<file path="config.mk">
export PLATFORM = sky130hd
export DESIGN_NAME = write_axi_burst_ctrl_flat
export DESIGN_NICKNAME = d
export VERILOG_FILES = /design/src/rtl/write_axi_pkg.sv /design/src/rtl/write_axi_burst_ctrl_if.sv /design/src/rtl/sample_fifo.sv /design/src/rtl/write_axi_burst_ctrl.sv /design/src/flat_wrapper.sv
export SDC_FILE = /design/constraint.sdc
export NUM_CORES = 1
export LEC_CHECK = 0
export ABC_AREA = 1
export BUFFER_PORTS_ARGS = -buffer_cell sky130_fd_sc_hd__buf_2
export CORE_MARGIN = 2
export CORE_UTILIZATION = 55
export CTS_BUF_LIST = sky130_fd_sc_hd__clkbuf_4 sky130_fd_sc_hd__clkbuf_8
export DETAILED_ROUTE_END_ITERATION = 7
export PLACE_DENSITY = 0.74
export SYNTH_ARGS = -nofsm -noshare
export SYNTH_HDL_FRONTEND = slang
export SYNTH_SLANG_ARGS = --single-unit
</file>
<file path="constraint.sdc">
create_clock -name clock_50 -period 2.85 [get_ports clock_50]
set_input_delay 0 -clock clock_50 [delete_from_list [all_inputs] [get_ports clock_50]]
set_output_delay 0 -clock clock_50 [all_outputs]
set_load 0.005 [all_outputs]
</file>
<file path="src/rtl/write_axi_pkg.sv">
// Shared types and AXI encodings for the sample write-burst controller.
//   state_e        : controller FSM states
//   AXI_RESP_OKAY  : bresp value for a successful write
//   AXI_SIZE_16    : awsize for 16-bit beats
//   AXI_BURST_INCR : incrementing burst type
package write_axi_pkg;

  typedef enum logic [1:0] {
    IDLE = 2'd0,
    ADDR = 2'd1,
    DATA = 2'd2,
    RESP = 2'd3
  } state_e;

  localparam logic [1:0] AXI_RESP_OKAY  = 2'b00;
  localparam logic [2:0] AXI_SIZE_16    = 3'b001;
  localparam logic [1:0] AXI_BURST_INCR = 2'b01;

endpackage

</file>
<file path="src/rtl/write_axi_burst_ctrl_if.sv">
// AXI4 write channels (AW, W, B) used by the sample write-burst controller.
//   master : burst controller side (drives aw*/w*/bready)
//   slave  : memory/interconnect side (drives awready/wready/bvalid/bresp)
interface write_axi_burst_ctrl_if #(
  parameter int ADDR_W = 32
);

  logic              awvalid;
  logic              awready;
  logic [ADDR_W-1:0] awaddr;
  logic [7:0]        awlen;
  logic [2:0]        awsize;
  logic [1:0]        awburst;
  logic              wvalid;
  logic              wready;
  logic [15:0]       wdata;
  logic              wlast;
  logic              bvalid;
  logic              bready;
  logic [1:0]        bresp;

  modport master (
    output awvalid, awaddr, awlen, awsize, awburst,
    output wvalid, wdata, wlast,
    output bready,
    input  awready, wready, bvalid, bresp
  );

  modport slave (
    input  awvalid, awaddr, awlen, awsize, awburst,
    input  wvalid, wdata, wlast,
    input  bready,
    output awready, wready, bvalid, bresp
  );

endinterface

</file>
<file path="src/rtl/sample_fifo.sv">
// Synchronous sample FIFO with a fall-through head (head shows the oldest
// entry whenever the FIFO is not empty).
//   clk, reset_n    : clock and synchronous active-low reset
//   push, push_data : write request and sample
//   pop             : remove head entry (ignored when empty)
//   head            : oldest stored sample
//   count           : number of stored samples (0..DEPTH)
//   full, empty     : occupancy flags
// A push while full is accepted only if a pop happens in the same cycle.
module sample_fifo #(
  parameter int DATA_W = 14,
  parameter int DEPTH  = 16
) (
  input  logic                       clk,
  input  logic                       reset_n,
  input  logic                       push,
  input  logic [DATA_W-1:0]          push_data,
  input  logic                       pop,
  output logic [DATA_W-1:0]          head,
  output logic [$clog2(DEPTH):0]     count,
  output logic                       full,
  output logic                       empty
);

  localparam int PTR_W = $clog2(DEPTH);
  localparam int CNT_W = PTR_W + 1;

  logic [DATA_W-1:0] mem_r [DEPTH];
  logic [PTR_W-1:0]  wr_ptr_r;
  logic [PTR_W-1:0]  rd_ptr_r;
  logic [CNT_W-1:0]  count_r;
  logic              pop_ok_s;
  logic              push_ok_s;

  assign full      = (count_r == CNT_W'(DEPTH));
  assign empty     = (count_r == {CNT_W{1'b0}});
  assign pop_ok_s  = pop && !empty;
  assign push_ok_s = push && (!full || pop_ok_s);
  assign head      = mem_r[rd_ptr_r];
  assign count     = count_r;

  // Sample storage; no reset needed, validity is tracked by the pointers.
  always_ff @(posedge clk) begin
    if (push_ok_s) begin
      mem_r[wr_ptr_r] <= push_data;
    end
  end

  // Pointers wrap naturally at DEPTH (power of two); count tracks occupancy.
  always_ff @(posedge clk) begin
    if (!reset_n) begin
      wr_ptr_r <= {PTR_W{1'b0}};
      rd_ptr_r <= {PTR_W{1'b0}};
      count_r  <= {CNT_W{1'b0}};
    end else begin
      if (push_ok_s) begin
        wr_ptr_r <= wr_ptr_r + 1'b1;
      end
      if (pop_ok_s) begin
        rd_ptr_r <= rd_ptr_r + 1'b1;
      end
      case ({push_ok_s, pop_ok_s})
        2'b10:   count_r <= count_r + 1'b1;
        2'b01:   count_r <= count_r - 1'b1;
        default: count_r <= count_r;
      endcase
    end
  end

endmodule

</file>
<file path="src/rtl/write_axi_burst_ctrl.sv">
// Buffers resynchronised samples and writes them as fixed-length AXI4 INCR
// bursts of 16-bit beats into a circular capture window at base_addr.
//   clock_50, reset_n          : clock and synchronous active-low reset
//   base_addr                  : window base, captured when a burst starts
//   enable                     : permits new bursts (FIFO fills regardless)
//   sample_valid, sample_data  : incoming sample stream
//   axi                        : AXI write master (AW, W, B channels)
//   overflow                   : sticky, a sample was dropped on a full FIFO
//   wr_err                     : sticky, a non-OKAY write response was seen
//   busy                       : a burst is in progress
module write_axi_burst_ctrl
  import write_axi_pkg::*;
#(
  parameter int DATA_W    = 14,
  parameter int DEPTH     = 16,
  parameter int BURST_LEN = 8,
  parameter int ADDR_W    = 32,
  parameter int WIN_BYTES = 4096
) (
  input  logic                 clock_50,
  input  logic                 reset_n,
  input  logic [ADDR_W-1:0]    base_addr,
  input  logic                 enable,
  input  logic                 sample_valid,
  input  logic [DATA_W-1:0]    sample_data,
  write_axi_burst_ctrl_if.master axi,
  output logic                 overflow,
  output logic                 wr_err,
  output logic                 busy
);

  localparam int CNT_W  = $clog2(DEPTH) + 1;
  localparam int BEAT_W = (BURST_LEN > 1) ? $clog2(BURST_LEN) : 1;
  localparam logic [ADDR_W-1:0] STEP      = ADDR_W'(BURST_LEN * 2);
  localparam logic [ADDR_W-1:0] WIN       = ADDR_W'(WIN_BYTES);
  localparam logic [BEAT_W-1:0] LAST_BEAT = BEAT_W'(BURST_LEN - 1);

  state_e            state_r;
  logic              awvalid_r;
  logic [ADDR_W-1:0] awaddr_r;
  logic              wvalid_r;
  logic              wlast_r;
  logic              bready_r;
  logic [BEAT_W-1:0] beat_r;
  logic [ADDR_W-1:0] offset_r;
  logic [ADDR_W-1:0] offset_step_s;
  logic [ADDR_W-1:0] offset_next_s;
  logic              busy_r;
  logic              wr_err_r;
  logic              overflow_r;

  logic [DATA_W-1:0] head_s;
  logic [CNT_W-1:0]  count_s;
  logic              full_s;
  logic              empty_s;
  logic              pop_s;
  logic              drop_s;
  logic              burst_ready_s;

  // In DATA the FIFO always holds a full burst, so empty_s only guards misuse.
  assign pop_s         = wvalid_r && axi.wready && !empty_s;
  assign drop_s        = sample_valid && full_s && !pop_s;
  assign burst_ready_s = (count_s >= CNT_W'(BURST_LEN));

  sample_fifo #(
    .DATA_W (DATA_W),
    .DEPTH  (DEPTH)
  ) u_fifo (
    .clk       (clock_50),
    .reset_n   (reset_n),
    .push      (sample_valid),
    .push_data (sample_data),
    .pop       (pop_s),
    .head      (head_s),
    .count     (count_s),
    .full      (full_s),
    .empty     (empty_s)
  );

  // Next window offset; bursts never straddle the window end, so it lands exactly on WIN.
  always_comb begin
    offset_step_s = offset_r + STEP;
    if (offset_step_s >= WIN) begin
      offset_next_s = {ADDR_W{1'b0}};
    end else begin
      offset_next_s = offset_step_s;
    end
  end

  // Burst sequencer: address phase, data beats, response, all outputs registered.
  always_ff @(posedge clock_50) begin
    if (!reset_n) begin
      state_r   <= IDLE;
      awvalid_r <= 1'b0;
      awaddr_r  <= {ADDR_W{1'b0}};
      wvalid_r  <= 1'b0;
      wlast_r   <= 1'b0;
      bready_r  <= 1'b0;
      beat_r    <= {BEAT_W{1'b0}};
      offset_r  <= {ADDR_W{1'b0}};
      busy_r    <= 1'b0;
      wr_err_r  <= 1'b0;
    end else begin
      case (state_r)
        IDLE: begin
          if (enable && burst_ready_s) begin
            state_r   <= ADDR;
            awvalid_r <= 1'b1;
            awaddr_r  <= base_addr + offset_r;
            busy_r    <= 1'b1;
          end
        end
        ADDR: begin
          if (axi.awready) begin
            state_r   <= DATA;
            awvalid_r <= 1'b0;
            wvalid_r  <= 1'b1;
            beat_r    <= {BEAT_W{1'b0}};
            wlast_r   <= (LAST_BEAT == {BEAT_W{1'b0}});
          end
        end
        DATA: begin
          if (axi.wready) begin
            if (beat_r == LAST_BEAT) begin
              state_r  <= RESP;
              wvalid_r <= 1'b0;
              wlast_r  <= 1'b0;
              bready_r <= 1'b1;
            end else begin
              beat_r  <= beat_r + 1'b1;
              wlast_r <= (BEAT_W'(beat_r + 1'b1) == LAST_BEAT);
            end
          end
        end
        RESP: begin
          if (axi.bvalid) begin
            state_r  <= IDLE;
            bready_r <= 1'b0;
            busy_r   <= 1'b0;
            // Failed bursts are not retried; the window still moves on.
            offset_r <= offset_next_s;
            if (axi.bresp != AXI_RESP_OKAY) begin
              wr_err_r <= 1'b1;
            end
          end
        end
        default: begin
          state_r   <= IDLE;
          awvalid_r <= 1'b0;
          wvalid_r  <= 1'b0;
          wlast_r   <= 1'b0;
          bready_r  <= 1'b0;
          busy_r    <= 1'b0;
        end
      endcase
    end
  end

  // Sticky flag for samples dropped on a full FIFO.
  always_ff @(posedge clock_50) begin
    if (!reset_n) begin
      overflow_r <= 1'b0;
    end else if (drop_s) begin
      overflow_r <= 1'b1;
    end
  end

  assign axi.awvalid = awvalid_r;
  assign axi.awaddr  = awaddr_r;
  assign axi.awlen   = 8'(BURST_LEN - 1);
  assign axi.awsize  = AXI_SIZE_16;
  assign axi.awburst = AXI_BURST_INCR;
  assign axi.wvalid  = wvalid_r;
  assign axi.wdata   = 16'(head_s);
  assign axi.wlast   = wlast_r;
  assign axi.bready  = bready_r;
  assign overflow    = overflow_r;
  assign wr_err      = wr_err_r;
  assign busy        = busy_r;

endmodule

</file>
<file path="src/flat_wrapper.sv">
// flat-port wrapper written by rule: the top's interface ports become plain ports
module write_axi_burst_ctrl_flat import write_axi_pkg::*;
#(
  parameter int DATA_W    = 14,
  parameter int DEPTH     = 16,
  parameter int BURST_LEN = 8,
  parameter int ADDR_W    = 32,
  parameter int WIN_BYTES = 4096
)
  (clock_50, reset_n, base_addr, enable, sample_valid, sample_data, overflow, wr_err, busy, axi_awvalid, axi_awaddr, axi_awlen, axi_awsize, axi_awburst, axi_wvalid, axi_wdata, axi_wlast, axi_bready, axi_awready, axi_wready, axi_bvalid, axi_bresp);
  write_axi_burst_ctrl_if #(.ADDR_W(ADDR_W)) axi_i ();
  input  logic clock_50;
  input  logic reset_n;
  input  logic [ADDR_W-1:0] base_addr;
  input  logic enable;
  input  logic sample_valid;
  input  logic [DATA_W-1:0] sample_data;
  output logic overflow;
  output logic wr_err;
  output logic busy;
  output wire logic [$bits(axi_i.awvalid)-1:0] axi_awvalid;
  output wire logic [$bits(axi_i.awaddr)-1:0] axi_awaddr;
  output wire logic [$bits(axi_i.awlen)-1:0] axi_awlen;
  output wire logic [$bits(axi_i.awsize)-1:0] axi_awsize;
  output wire logic [$bits(axi_i.awburst)-1:0] axi_awburst;
  output wire logic [$bits(axi_i.wvalid)-1:0] axi_wvalid;
  output wire logic [$bits(axi_i.wdata)-1:0] axi_wdata;
  output wire logic [$bits(axi_i.wlast)-1:0] axi_wlast;
  output wire logic [$bits(axi_i.bready)-1:0] axi_bready;
  input wire logic [$bits(axi_i.awready)-1:0] axi_awready;
  input wire logic [$bits(axi_i.wready)-1:0] axi_wready;
  input wire logic [$bits(axi_i.bvalid)-1:0] axi_bvalid;
  input wire logic [$bits(axi_i.bresp)-1:0] axi_bresp;
  assign axi_awvalid = axi_i.awvalid;
  assign axi_awaddr = axi_i.awaddr;
  assign axi_awlen = axi_i.awlen;
  assign axi_awsize = axi_i.awsize;
  assign axi_awburst = axi_i.awburst;
  assign axi_wvalid = axi_i.wvalid;
  assign axi_wdata = axi_i.wdata;
  assign axi_wlast = axi_i.wlast;
  assign axi_bready = axi_i.bready;
  assign axi_i.awready = axi_awready;
  assign axi_i.wready = axi_wready;
  assign axi_i.bvalid = axi_bvalid;
  assign axi_i.bresp = axi_bresp;
  write_axi_burst_ctrl #(.DATA_W(DATA_W), .DEPTH(DEPTH), .BURST_LEN(BURST_LEN), .ADDR_W(ADDR_W), .WIN_BYTES(WIN_BYTES)) u_core (.clock_50(clock_50), .reset_n(reset_n), .base_addr(base_addr), .enable(enable), .sample_valid(sample_valid), .sample_data(sample_data), .axi(axi_i), .overflow(overflow), .wr_err(wr_err), .busy(busy));
endmodule
</file>
After elaboration in Yosys (flattened, before gate mapping):

Memory sizes are Yosys's and may differ from the RTL's. A register that Yosys moved wholly into a read port is not among the register bits.
Index checks and enable logic that the tools add are counted.

* add/sub/neg operators: 7
* $lt $le $gt $ge: 2
* equality and inequality tests: 14
* mux-type cells: 31
* reduce and logical (&&, ||, !) cells: 29

Operators with widths (number)
* $add A32 B32 Y32: 1
* $add A32 B5 Y32 const B: 1
* $ge A32 B13 Y1 const B: 1
* $mux W32: 1
* $mux W1: 12
* $reduce_and A3 Y1: 4
* $reduce_and A4 Y1: 3
* $reduce_bool A2 Y1: 6
* $mux W2: 5
* $pmux W1 S2: 5
* $pmux W5 S2: 1
* $mux W3: 3
* $add A4 B1 Y4 const B: 2
* $mux W4: 2
* $ne A2 B2 Y1 const B: 4
* $pmux W2 S4: 1
* $logic_and A1 B1 Y1: 7
* $eq A2 B2 Y1 const B: 3
* $eq A3 B3 Y1 const B: 2
* $pmux W3 S2: 1
* $add A5 B1 Y5 const B: 1
* $eq A5 B5 Y1 const B: 1
* $ge A5 B4 Y1 const B: 1
* $logic_not A5 Y1: 1
* other kinds (9): 14

* bits in registers: 89
* RAM bits: 224
* input port bits: 55
* output and inout bits: 68
* memories kept: 1

Memory list
* u_core.u_fifo.mem_r: depth 16, bits a word 14, read ports 1, clocked after Yosys merged registers in 1, wr ports 1, line sample_fifo.sv:28 `logic [DATA_W-1:0] mem_r [DEPTH];`

Longest topological paths before layout:

Gate-level depths: netlist of the first run.

* word-level depth: 8
* mapped depth: 15
* mapped depth without buffers: 15

Modules after synthesis:

A second synthesis of the first run with hierarchy kept.

* cell total of the unflattened synthesis: 1625
* area, all modules: 15334.7 um2

Modules (own cells, without submodules)
* sample_fifo: instances 1, cells an instance 837, area an instance 10079.7 um2, seq. area each 7066.8 um2
* write_axi_burst_ctrl: instances 1, cells an instance 788, area an instance 5255.0 um2, seq. area each 1441.4 um2

Worst setup path before layout of the first run:

Ideal clock, no wire load.

* path kind: reg-to-reg
* from: reg u_core.u_fifo.count_r[0], in the netlist u_core.u_fifo.count[0]
* to: reg u_core.u_fifo.count_r[4], in the netlist u_core.u_fifo.count[4]
* data arrival time: 2.310 ns
* slack: 0.418 ns
* cell stages (with the launch flop): 14
* period minus slack after synthesis: 2.432 ns
* cells stage by stage: dfxtp_1 nor4_1 nand2_1 nand2_1 inv_1 ha_1 fa_1 a21o_1 a21oi_1 inv_1 a21oi_1 o21ai_0 o21ai_0 a21oi_1

* word-level cells in the longest chain between the ends: 8
* elaborated cells on any way between the ends: 14

Ends and longest elaborated chain
* start, declared: line sample_fifo.sv:31 `logic [CNT_W-1:0] count_r;`
* start signal, assigned: line sample_fifo.sv:54 `count_r <= {CNT_W{1'b0}};`
* start signal, assigned: line sample_fifo.sv:63 `2'b10: count_r <= count_r + 1'b1;`
* start signal, assigned: line sample_fifo.sv:64 `2'b01: count_r <= count_r - 1'b1;`
* $logic_not A5 Y1: line sample_fifo.sv:36 `assign empty = (count_r == {CNT_W{1'b0}});`
* $logic_not A1 Y1: line sample_fifo.sv:37, write_axi_burst_ctrl.sv:61
* $logic_and A1 B1 Y1: line write_axi_burst_ctrl.sv:61 `assign pop_s = wvalid_r && axi.wready && !empty_s;`
* $logic_and A1 B1 Y1: line sample_fifo.sv:37 `assign pop_ok_s = pop && !empty;`
* $logic_or A1 B1 Y1: line sample_fifo.sv:38 `assign push_ok_s = push && (!full || pop_ok_s);`
* $logic_and A1 B1 Y1: line sample_fifo.sv:38
* $eq A2 B1 Y1 or $eq A2 B2 Y1 (tied branches): line sample_fifo.sv:62 `case ({push_ok_s, pop_ok_s})`
* $pmux W5 S2 or $reduce_bool A2 Y1 (tied branches)

Parallel ways exist; a longest one is shown, timed or not.
A chain may end at the register's enable or synchronous reset.

==> out/metrics.yaml, run 1 <==
syn2layout_area_growth_pct: 16.0
post_drt_wl_per_cell_um: 17.7
floorplan.initialDensity: 0.555
drive_above_1_share: 0.153
timing.fmax_ghz: 0.380
path_class: "reg2out"
cp_common_cell: "buf_4"
io_buffers: 107
dpl_cell_area_sq_um: 15800
syn_area_sq_um: 14800
nFillCells: 2149
met2_usage: 0.408
postCtsSetupBuffers: 0
r2r_slack_ns: 0.35
cp_slowest_cell: "dfxtp_2"
grt_max_degree: 49
cts.path.max_buffers: 3
die_h_um: 168
drv_cap: 0
cts_tree: "done"
slowest_delay_ns: 0.70
final_cell_area_sq_um: 17200
via_per_inst: 5.54
firstDrtPassIters: 5
syn_avg_cell_area_sq_um: 10.0
busiest_layer: "met2"
cp-start-kind: "flop"
ys_ff_latch: 313
rows: 60
skew_ns: 0.0320
place_congestion: 0.978
grt_pass1_wl_um: 55500
insertion_delay_ns: 0.60
die_x_um: 168
yosysWarnings: 0
hold_class: "in2reg"
cts_sinks: 313
fin_nets: 1742
setup_ws_ns: 0.222
core_area_sq_um: 26700
cp-end-kind: "output pin"
route.antenna.remaining_nets: 0
slew_headroom: 0.356
hold_viol: 0
num_vias: 11200
drc: 0
hold_start: "base_addr[29]"
cts_htree_levels: 2
io_pins: 123
rsz0062_at_grt: "no"
first_iter_violations: 985
placed_cells_incl_taps: 1895
period_share: 0.922
cts.clk_slew.worst_paths_ns: 0.06
peakVddDrop_mv: 0.402
cellPowerDensity_nw_per_um2: 642
overflow: 0
use_met1: 0.346
cts_buffers: 52
reg2reg_depth: 13
setup_tns_ns: 0
p_leak_nw: 6.76
slew_violations: 0
outcome: "complete, no violations"
postSynthCellCount: 1472
r2r-start: "u_core.u_fifo.count[0]$_SDFFE_PN0P_"
die_area_sq_um: 28200
fin_cells: 2022
critical_path.cell_chain: "buf_4 -> buf_4 -> a21oi_1 -> o21ai_1 -> o21ai_0 -> o211ai_1 -> nand2_1 -> buf_2"
critPathMaxFanout: 24
dpl_worst_slack_ns: 0.0756
dp_hpwl_um: 23700
worstMarginPinSlew_ns: 0.963
endpoint: "axi_wdata[8]"
critPathRequiredTime_ns: 2.85
layout_common_cells: "224 x edfxtp_1, 199 x nand2_1, 148 x inv_1"
grt_pass1_vias: 10700
period_needed_ns: 2.63
setup_violations: 0
n_antenna_cell: 0
regToRegEndpoint: "u_core.u_fifo.count[4]$_SDFFE_PN0P_"
drt-total-wl_um: 35800
synth_cell_types: 40
clockRootBuffer: "clkbuf_8"
antenna_found_initial: 0
layout_commonest_cell: "edfxtp_1"
yosysSeqAreaShare: 0.576
use_met3: 0.0400
gr-usage-all-layers: 0.250
crit_arrival_ns: 2.63
[repair_timing]
| item | CTS | global route |
|---|---|---|
| hold endpoints to repair | 253 | 0 |
| hold buffers | 33 | 0 |
| endpoints found under the setup margin | 0 | 1 |
| gates resized for setup | 0 | 4 |
[layout make-up]
cell class              count  area [sq um]  area share
flip-flops and latches    313          8510       0.496
well taps                 341           427      0.0249
clock inverters            22           173      0.0101
multi-input cells         948          5440       0.317
clock buffers              72           878      0.0512
repair buffers            172          1140      0.0667
inverters                 154           578      0.0337
[synthesized netlist by cell type (all sizes together)]
master	count	share of area
inv	151	0.038
or2	1	0.00042
nor3	26	0.0088
nor2	135	0.038
buf	28	0.012
o21ai	137	0.046
a21oi	125	0.042
xor2	20	0.012
a211oi	3	0.0015
clkinv	3	0.00076
edfxtp	224	0.46
and2	1	0.00042
nand2	206	0.054
a31oi	1	0.00042
fa	1	0.0014
o21bai	14	0.0071
nor4	3	0.0013
dfxtp	89	0.12
nand3	56	0.019
a21o	5	0.0025
xnor2	13	0.0077
ha	45	0.038
and3	1	0.00042
a31o	1	0.00059
conb	2	0.00051
o21a	8	0.0041
o211ai	62	0.031
nand4	12	0.0051
clkbuf	42	0.011
mux2i	57	0.039
[registers in the layout, indices dropped and copies added (netlist names), named ones only]
| name | flops |
|---|---|
| u_core.u_fifo.mem_r | 224 |
| u_core.axi.awaddr | 32 |
| u_core.offset_r | 28 |
| u_core.u_fifo.count | 5 |
| u_core.u_fifo.rd_ptr_r | 4 |
| u_core.u_fifo.wr_ptr_r | 4 |
| u_core.beat_r | 3 |
| u_core.state_r | 2 |
| u_core.axi.awvalid | 1 |
| u_core.axi.bready | 1 |
| u_core.axi.wlast | 1 |
| u_core.axi.wvalid | 1 |
| u_core.busy | 1 |
| u_core.overflow | 1 |
| u_core.wr_err | 1 |
[per-layer routing]
metal	routed length, um	vias to the layer above	share of wire
met1	15800	5281	0.44
met2	16700	410	0.47
met5	0	-	0
met3	2380	63	0.066
met4	905	0	0.025
li1	-	5449	-
[how the worst min path moves through the flow]
stage	to	slack, ns	depth (start not counted)
finish	u_core.axi.awaddr[29]$_SDFFE_PN0P_	0.03	6
global route	u_core.axi.awaddr[18]$_SDFFE_PN0P_	0.06	4
detailed placement	u_core.axi.awaddr[2]$_SDFFE_PN0P_	0.24	3
CTS	u_core.axi.awaddr[29]$_SDFFE_PN0P_	0.005	6
floorplan	u_core.u_fifo.mem_r[0][0]$_DFFE_PP_	0.1	0
global placement	u_core.axi.awaddr[1]$_SDFFE_PN0P_	0.22	3
[where the power goes]
part / internal [mW] / total [mW] / switching [mW]
registers: 5.06 / 5.24 / 0.185
clock network: 2.19 / 3.97 / 1.78
logic: 0.721 / 1.79 / 1.07
[logic make-up after synthesis]
group | count (synthesis) | share of synthesized area
AOI/OAI and AO/OA | 356 | 0.136
xor gates and xnor gates | 33 | 0.0196
adders and majority gates | 46 | 0.0394
buffers and inverters | 224 | 0.0615
DFF | 313 | 0.576
muxes | 57 | 0.0386
other | 2 | 0.000508
and+or+nand+nor | 441 | 0.128
[worst max-delay path: cells and delay by family (launching register included)]
| family | cells | cell delay, ns |
|---|---|---|
| buf+inv | 3 | 0.78 |
| flops | 1 | 0.70 |
| compound gates | 4 | 0.44 |
| simple gates | 1 | 0.09 |
[stage by stage]
stage | hold slack (ns) | total power [mW] | utilization
floorplan | 0.0989 | 6.42 | -
global placement | 0.224 | 7.00 | 0.591
detailed placement | 0.235 | 7.06 | 0.591
CTS | 0.00493 | 11.0 | 0.643
global route | 0.0639 | 11.5 | 0.644
finish | 0.0315 | 11.0 | 0.644
Power figures use the tool's default switching activity.
==> run 2: changes to the inputs <==
--- a/config.mk
+++ b/config.mk
@@ -8,10 +8,10 @@
 export ABC_AREA = 1
 export BUFFER_PORTS_ARGS = -buffer_cell sky130_fd_sc_hd__buf_2
 export CORE_MARGIN = 2
-export CORE_UTILIZATION = 55
+export CORE_UTILIZATION = 41
 export CTS_BUF_LIST = sky130_fd_sc_hd__clkbuf_4 sky130_fd_sc_hd__clkbuf_8
 export DETAILED_ROUTE_END_ITERATION = 7
-export PLACE_DENSITY = 0.74
+export PLACE_DENSITY = 0.62
 export SYNTH_ARGS = -nofsm -noshare
 export SYNTH_HDL_FRONTEND = slang
 export SYNTH_SLANG_ARGS = --single-unit
==> constraint.sdc (replaced) <==
create_clock -name clock_50 -period 2.5 [get_ports clock_50]
set_input_delay 0 -clock clock_50 [delete_from_list [all_inputs] [get_ports clock_50]]
set_output_delay 0 -clock clock_50 [all_outputs]
set_load 0.005 [all_outputs]
==> out/metrics.yaml, run 2 (same netlist as run 1, synthesis figures left out) <==
p_leak_nw: 6.93  # was 6.76 nW
core_area_sq_um: 35600  # was 26700 sq um
post_drt_wl_per_cell_um: 17.6  # was 17.7 um
n_antenna_cell: 0  # unchanged
syn2layout_area_growth_pct: 19.7  # was 16.0%
min_to: "u_core.axi.awaddr[20]$_SDFFE_PN0P_"  # was u_core.axi.awaddr[29]$_SDFFE_PN0P_
slew_headroom: 0.355  # was 0.356
num_vias: 11200  # about the same
total_power_mw: 13.1  # was 11.0 mW
critPathRequiredTime_ns: 3.03  # was 2.85 ns
worstMarginPinSlew_ns: 0.967  # was 0.963 ns
fin_nets: 1771  # was 1742
r2r_slack_ns: 0.14  # was 0.35 ns
cp-end-kind: "flop"  # was output pin
dpl_worst_slack_ns: 0.0942  # was 0.0756 ns
die_h_um: 194  # was 168 um
regMostFlops: "u_core.u_fifo.mem_r"  # unchanged
gr-usage-all-layers: 0.201  # was 0.250
r2r-start: "u_core.u_fifo.count[0]$_SDFFE_PN0P_"  # unchanged
fin_util: 0.497  # was 0.644
grt_max_degree: 61  # was 49
grt_pass1_vias: 10900  # was 10700
regToRegEndpoint: "u_core.u_fifo.count[4]$_SDFFE_PN0P_"  # unchanged
rsz0062_at_grt: "yes"  # was no
cts_buffers: 54  # was 52
io_pins: 123  # unchanged
setup_violations: 0  # unchanged
cts_tree: "done"  # unchanged
peakVddDrop_mv: 0.505  # was 0.402 mV
route.antenna.remaining_nets: 0  # unchanged
drt-total-wl_um: 38200  # was 35800 um
insertion_delay_ns: 0.64  # was 0.60 ns
cts_htree_levels: 2  # unchanged
placed_cells_incl_taps: 2028  # was 1895
io_buffers: 107  # unchanged
period_needed_ns: 2.36
drive_above_1_share: 0.163  # was 0.153
rows: 69  # was 60
largest_register_ffs: 224  # unchanged
drc: 0  # unchanged
layout_commonest_cell: "edfxtp_1"  # unchanged
die_area_sq_um: 37600  # was 28200 sq um
nFillCells: 3219  # was 2149
cts_sinks: 313  # unchanged
reg2reg_depth: 13  # unchanged
fin_cells: 2174  # was 2022
floorplan.initialDensity: 0.416  # was 0.555
skew_ns: 0.0478  # was 0.0320 ns
overflow: 0  # unchanged
cts.clk_slew.worst_paths_ns: 0.07  # was 0.06 ns
first_iter_violations: 701  # was 985
path_class: "reg2reg"  # was reg2out
critPathMaxFanout: 3  # was 24
firstDrtPassIters: 5  # unchanged
layout_common_cells: "224 x edfxtp_1, 199 x nand2_1, 147 x inv_1"  # was 224 x edfxtp_1, 199 x nand2_1, 148 x inv_1
antenna_found_initial: 0  # unchanged
drv_cap: 0  # unchanged
cellPowerDensity_nw_per_um2: 741  # was 642 nW/um^2
crit_arrival_ns: 2.89  # was 2.63 ns
place_congestion: 0.921  # was 0.978
cp-start-kind: "flop"  # unchanged
grt_pass1_wl_um: 59500  # was 55500 um
die_x_um: 194  # was 168 um
dp_hpwl_um: 25600  # was 23700 um
timing.fmax_ghz: 0.424
setup_tns_ns: 0  # unchanged
via_per_inst: 5.14  # was 5.54
hold_depth: 5  # was 6
period_share: 0.942
setup_ws_ns: 0.144  # was 0.222 ns
cts.path.max_buffers: 3  # unchanged
outcome: "complete, no violations"  # unchanged
hold_start: "base_addr[20]"  # was base_addr[29]
hold_class: "in2reg"  # unchanged
slew_violations: 0  # unchanged
hold_viol: 0  # unchanged
clockRootBuffer: "clkbuf_8"  # unchanged
run 2: worst max path at each step:
stage | from | endpoint | slack [ns] | depth (start not counted)
finish | u_core.u_fifo.count[0]$_SDFFE_PN0P_ | u_core.u_fifo.count[4]$_SDFFE_PN0P_ | 0.14 | 13
global route | u_core.u_fifo.count[0]$_SDFFE_PN0P_ | u_core.u_fifo.count[4]$_SDFFE_PN0P_ | -0.06 | 13
CTS | u_core.u_fifo.count[0]$_SDFFE_PN0P_ | u_core.u_fifo.count[4]$_SDFFE_PN0P_ | 0.07 | 13
detailed placement | u_core.u_fifo.count[0]$_SDFFE_PN0P_ | u_core.u_fifo.count[4]$_SDFFE_PN0P_ | 0.09 | 13
global placement | u_core.u_fifo.count[0]$_SDFFE_PN0P_ | u_core.u_fifo.count[4]$_SDFFE_PN0P_ | 0.03 | 13
floorplan | u_core.u_fifo.count[0]$_SDFFE_PN0P_ | u_core.u_fifo.count[4]$_SDFFE_PN0P_ | 0.07 | 13
run 2: critical path: stages (launching register included):
cell and delay (ns):
dfxtp_1 0.33, nor4_4 0.29, nand2_1 0.08, nand2_1 0.08, inv_1 0.05, ha_1 0.22, fa_1 0.40, a21o_1 0.17
a21oi_1 0.12, inv_1 0.06, a21oi_1 0.10, o21ai_0 0.11, o21ai_0 0.16, a21oi_1 0.05
run 2: layout make-up:
| cell class | count | area, sq um | share of cell area |
|---|---|---|---|
| clock inverter | 28 | 263 | 0.0149 |
| multi-input combinational | 948 | 5480 | 0.310 |
| timing repair buffer | 199 | 1400 | 0.0789 |
| tap | 461 | 577 | 0.0326 |
| inverter | 154 | 578 | 0.0327 |
| sequential | 313 | 8510 | 0.481 |
| clock buffer | 71 | 883 | 0.0499 |
run 2: layer usage:
layer  share of wire  vias up  track usage
li1                -     5514            -
met1            0.45     5312        0.266
met2            0.47      261        0.331
met3           0.045       79       0.0306
met4           0.035        0       0.0864
met5               0        -            0
run 2: repair_timing:
item	CTS	global route
hold endpoints to repair	298	0
hold buffers	46	0
endpoints found under the setup margin	1	67
gates resized for setup	0	10
setup buffers	1	0
gates cloned	0	0
run 2: per-stage QoR:
stage	hold WS, ns	instance area [sq um]
final	0.0482	17700
after floorplan	0.0989	14800
after detailed placement	0.234	16000
after global placement	0.224	16000
after global routing	0.0556	17700
after CTS	0.00746	17600
run 2: power by group:
part,total [mW],internal (mW),switching (mW)
combinational,2.18,0.897,1.29
sequential,5.94,5.77,0.171
clock,4.99,2.83,2.16
==> run 3: changes to the inputs <==
--- a/config.mk
+++ b/config.mk
@@ -9,7 +9,7 @@
 export BUFFER_PORTS_ARGS = -buffer_cell sky130_fd_sc_hd__buf_2
 export CORE_MARGIN = 2
 export CORE_UTILIZATION = 41
-export CTS_BUF_LIST = sky130_fd_sc_hd__clkbuf_4 sky130_fd_sc_hd__clkbuf_8
+export CTS_BUF_LIST = sky130_fd_sc_hd__clkbuf_2
 export DETAILED_ROUTE_END_ITERATION = 7
 export PLACE_DENSITY = 0.62
 export SYNTH_ARGS = -nofsm -noshare
==> out/metrics.yaml, run 3 (same netlist as run 1, synthesis figures left out) <==
drt-total-wl_um: 40300  # was 38200 um
total_power_mw: 12.2  # was 13.1 mW
antenna_found_initial: 1  # was 0
cts.path.max_buffers: 3  # unchanged
insertion_delay_ns: 0.95  # was 0.64 ns
hold_class: "in2reg"  # unchanged
drv_cap: 0  # unchanged
drive_above_1_share: 0.201  # was 0.163
cp_slowest_cell: "dfxtp_4"  # was fa_1
hold_depth: 6  # was 5
regMostFlops: "u_core.u_fifo.mem_r"  # unchanged
largest_register_ffs: 224  # unchanged
cts_htree_levels: 3  # was 2
grt_pass1_vias: 11600  # was 10900
slew_headroom: 0.562  # was 0.355
critical_path.cell_chain: "buf_8 -> buf_12 -> mux2i_1 -> o21ai_1 -> o211ai_1 -> nand2_1 -> buf_2"  # was nor4_4 -> nand2_1 -> nand2_1 -> inv_1 -> ha_1 -> fa_1 -> a21o_1 -> a21oi_1 -> inv_1 -> a21oi_1 -> o21ai_0 -> o21ai_0 -> a21oi_1
power_frac_comb: 0.215  # was 0.166
regToRegEndpoint: "u_core.axi.awaddr[9]$_SDFFE_PN0P_"  # was u_core.u_fifo.count[4]$_SDFFE_PN0P_
first_iter_violations: 877  # was 701
pwr-share-seq: 0.486  # was 0.453
layout_common_cells: "224 x edfxtp_1, 198 x nand2_1, 145 x inv_1"  # was 224 x edfxtp_1, 199 x nand2_1, 147 x inv_1
syn2layout_area_growth_pct: 23.4  # was 19.7%
cts.clk_slew.worst_paths_ns: 0.11  # was 0.07 ns
die_h_um: 194  # unchanged
top_layer: "met4"  # unchanged
rsz0062_at_grt: "yes"  # unchanged
timing.fmax_ghz: 0.401  # was 0.424 GHz
hold_viol: 0  # unchanged
dr_wl_met2_um: 19300  # was 17900 um
critPathBufInv: 3  # was 2
r2r_slack_ns: 0.10  # was 0.14 ns
slew_violations: 0  # unchanged
fin_nets: 1867  # was 1771
floorplan.initialDensity: 0.416  # unchanged
grt_max_degree: 45  # was 61
die_area_sq_um: 37600  # unchanged
swShare: 0.305  # was 0.276
die_x_um: 194  # unchanged
skew_ns: 0.125  # was 0.0478 ns
cellPowerDensity_nw_per_um2: 668  # was 741 nW/um^2
cts_sinks: 313  # unchanged
r2r-start: "u_core.offset_r[4]$_SDFFE_PN0P_"  # was u_core.u_fifo.count[0]$_SDFFE_PN0P_
cp-end-kind: "output pin"  # was flop
worstMarginPinSlew_ns: 0.654  # was 0.967 ns
cp-start-kind: "flop"  # unchanged
core_area_sq_um: 35600  # unchanged
clockRootBuffer: "clkbuf_2"  # was clkbuf_8
outcome: "complete, no violations"  # unchanged
period_needed_ns: 2.50  # was 2.36 ns
critPathMaxFanout: 8  # was 3
crit_family: "buffers and inverters"  # was compound AO/OA/AOI/OAI gates
firstDrtPassIters: 8  # was 5
drc: 0  # unchanged
via_per_inst: 5.13  # was 5.14
dp_hpwl_um: 25600  # unchanged
post_drt_wl_per_cell_um: 17.6  # about the same
fin_util: 0.513  # was 0.497
overflow: 0  # unchanged
route.antenna.remaining_nets: 0  # unchanged
dr_wl_met3_um: 2230  # was 1710 um
num_vias: 11700  # was 11200
min_to: "u_core.busy$_SDFFE_PN0P_"  # was u_core.axi.awaddr[20]$_SDFFE_PN0P_
p_int_mw: 8.46  # was 9.49 mW
gr-usage-all-layers: 0.213  # was 0.201
io_pins: 123  # unchanged
nFillCells: 3226  # was 3219
reg2reg_depth: 10  # was 13
rows: 69  # unchanged
setup_violations: 0  # unchanged
hold_start: "enable"  # was base_addr[20]
critPathRequiredTime_ns: 2.50  # was 3.03 ns
period_share: 0.998  # was 0.942
cts_tree: "done"  # unchanged
place_congestion: 0.921  # unchanged
io_buffers: 107  # unchanged
slowest_delay_ns: 0.42  # was 0.40 ns
crit_arrival_ns: 2.50  # was 2.89 ns
clkPwrFrac: 0.299  # was 0.381
wl_met1_um: 17600  # was 17300 um
switchingPower_mw: 3.72  # was 3.62 mW
path_class: "reg2out"  # was reg2reg
p_leak_nw: 7.33  # was 6.93 nW
cts_buffers: 83  # was 54
peakVddDrop_mv: 0.538  # was 0.505 mV
grt_pass1_wl_um: 62600  # was 59500 um
layout_commonest_cell: "edfxtp_1"  # unchanged
-- run 3: routing by layer --
metal  GRT usage  vias up
met5           0        -
met4      0.0870        0
met3      0.0383       82
met2       0.356      370
met1       0.273     5521
li1            -     5759
-- run 3: power groups by stage --
stage               Combinational [mW]  Sequential (mW)  Clock, mW
finish                            2.62             5.92       3.64
global route                      2.90             5.94       4.05
CTS                               2.55             5.90       3.77
detailed placement                2.07             6.04          0
global placement                  2.04             6.04          0
floorplan                         1.35             5.97          0
-- run 3: how the worst max path moves through the flow --
stage,startpoint,cells past startpoint,to
floorplan,u_core.u_fifo.count[0]$_SDFFE_PN0P_,13,u_core.u_fifo.count[4]$_SDFFE_PN0P_
global placement,u_core.u_fifo.count[0]$_SDFFE_PN0P_,13,u_core.u_fifo.count[4]$_SDFFE_PN0P_
detailed placement,u_core.u_fifo.count[0]$_SDFFE_PN0P_,13,u_core.u_fifo.count[4]$_SDFFE_PN0P_
CTS,flop,7,axi_wdata[6]
global route,flop,8,axi_wdata[2]
finish,flop,7,axi_wdata[13]
-- run 3: per-stage QoR --
step / worst slack, ns / TNS (ns) / hold WS, ns / std cells / cell area [sq um]
2_1_floorplan: 0.0681 / 0 / 0.0989 / 1485 / 14800
3_3_place_gp: 0.0294 / 0 / 0.224 / 2028 / 16000
3_5_place_dp: 0.0942 / 0 / 0.234 / 2028 / 16000
4_1_cts: -0.133 / -0.992 / 0.0226 / 2288 / 18100
5_1_grt: -0.160 / -1.58 / 0.105 / 2289 / 18200
6_report: 0.00394 / 0 / 0.141 / 2289 / 18200
-- run 3: final cells by class --
cell class	count	area, sq um	area share
clock buffers	120	601	0.0329
repair buffers	266	2240	0.123
multi-input cells	948	5550	0.304
inverters	154	586	0.0321
clock inverters	26	173	0.00946
flip-flops and latches	313	8520	0.467
well taps	461	577	0.0316
diodes	1	2.50	0.000137
-- run 3: tightest hold or removal path, cell delays in order --
cell and delay, ns:
dlygate4sd3_1 0.52, buf_2 0.13, o21ai_0 0.16, nor2_4 0.11
nand2_1 0.06, a21oi_1 0.05
-- run 3: what timing repair did --
action / in CTS / in global routing
hold endpoints to repair: 420 / 0
gates resized for setup: 38 / 41
gates cloned: 6 / 0
pin swaps: 15 / 11
setup endpoints to repair: 14 / 94
setup buffers: 16 / 0
hold buffers: 93 / 0
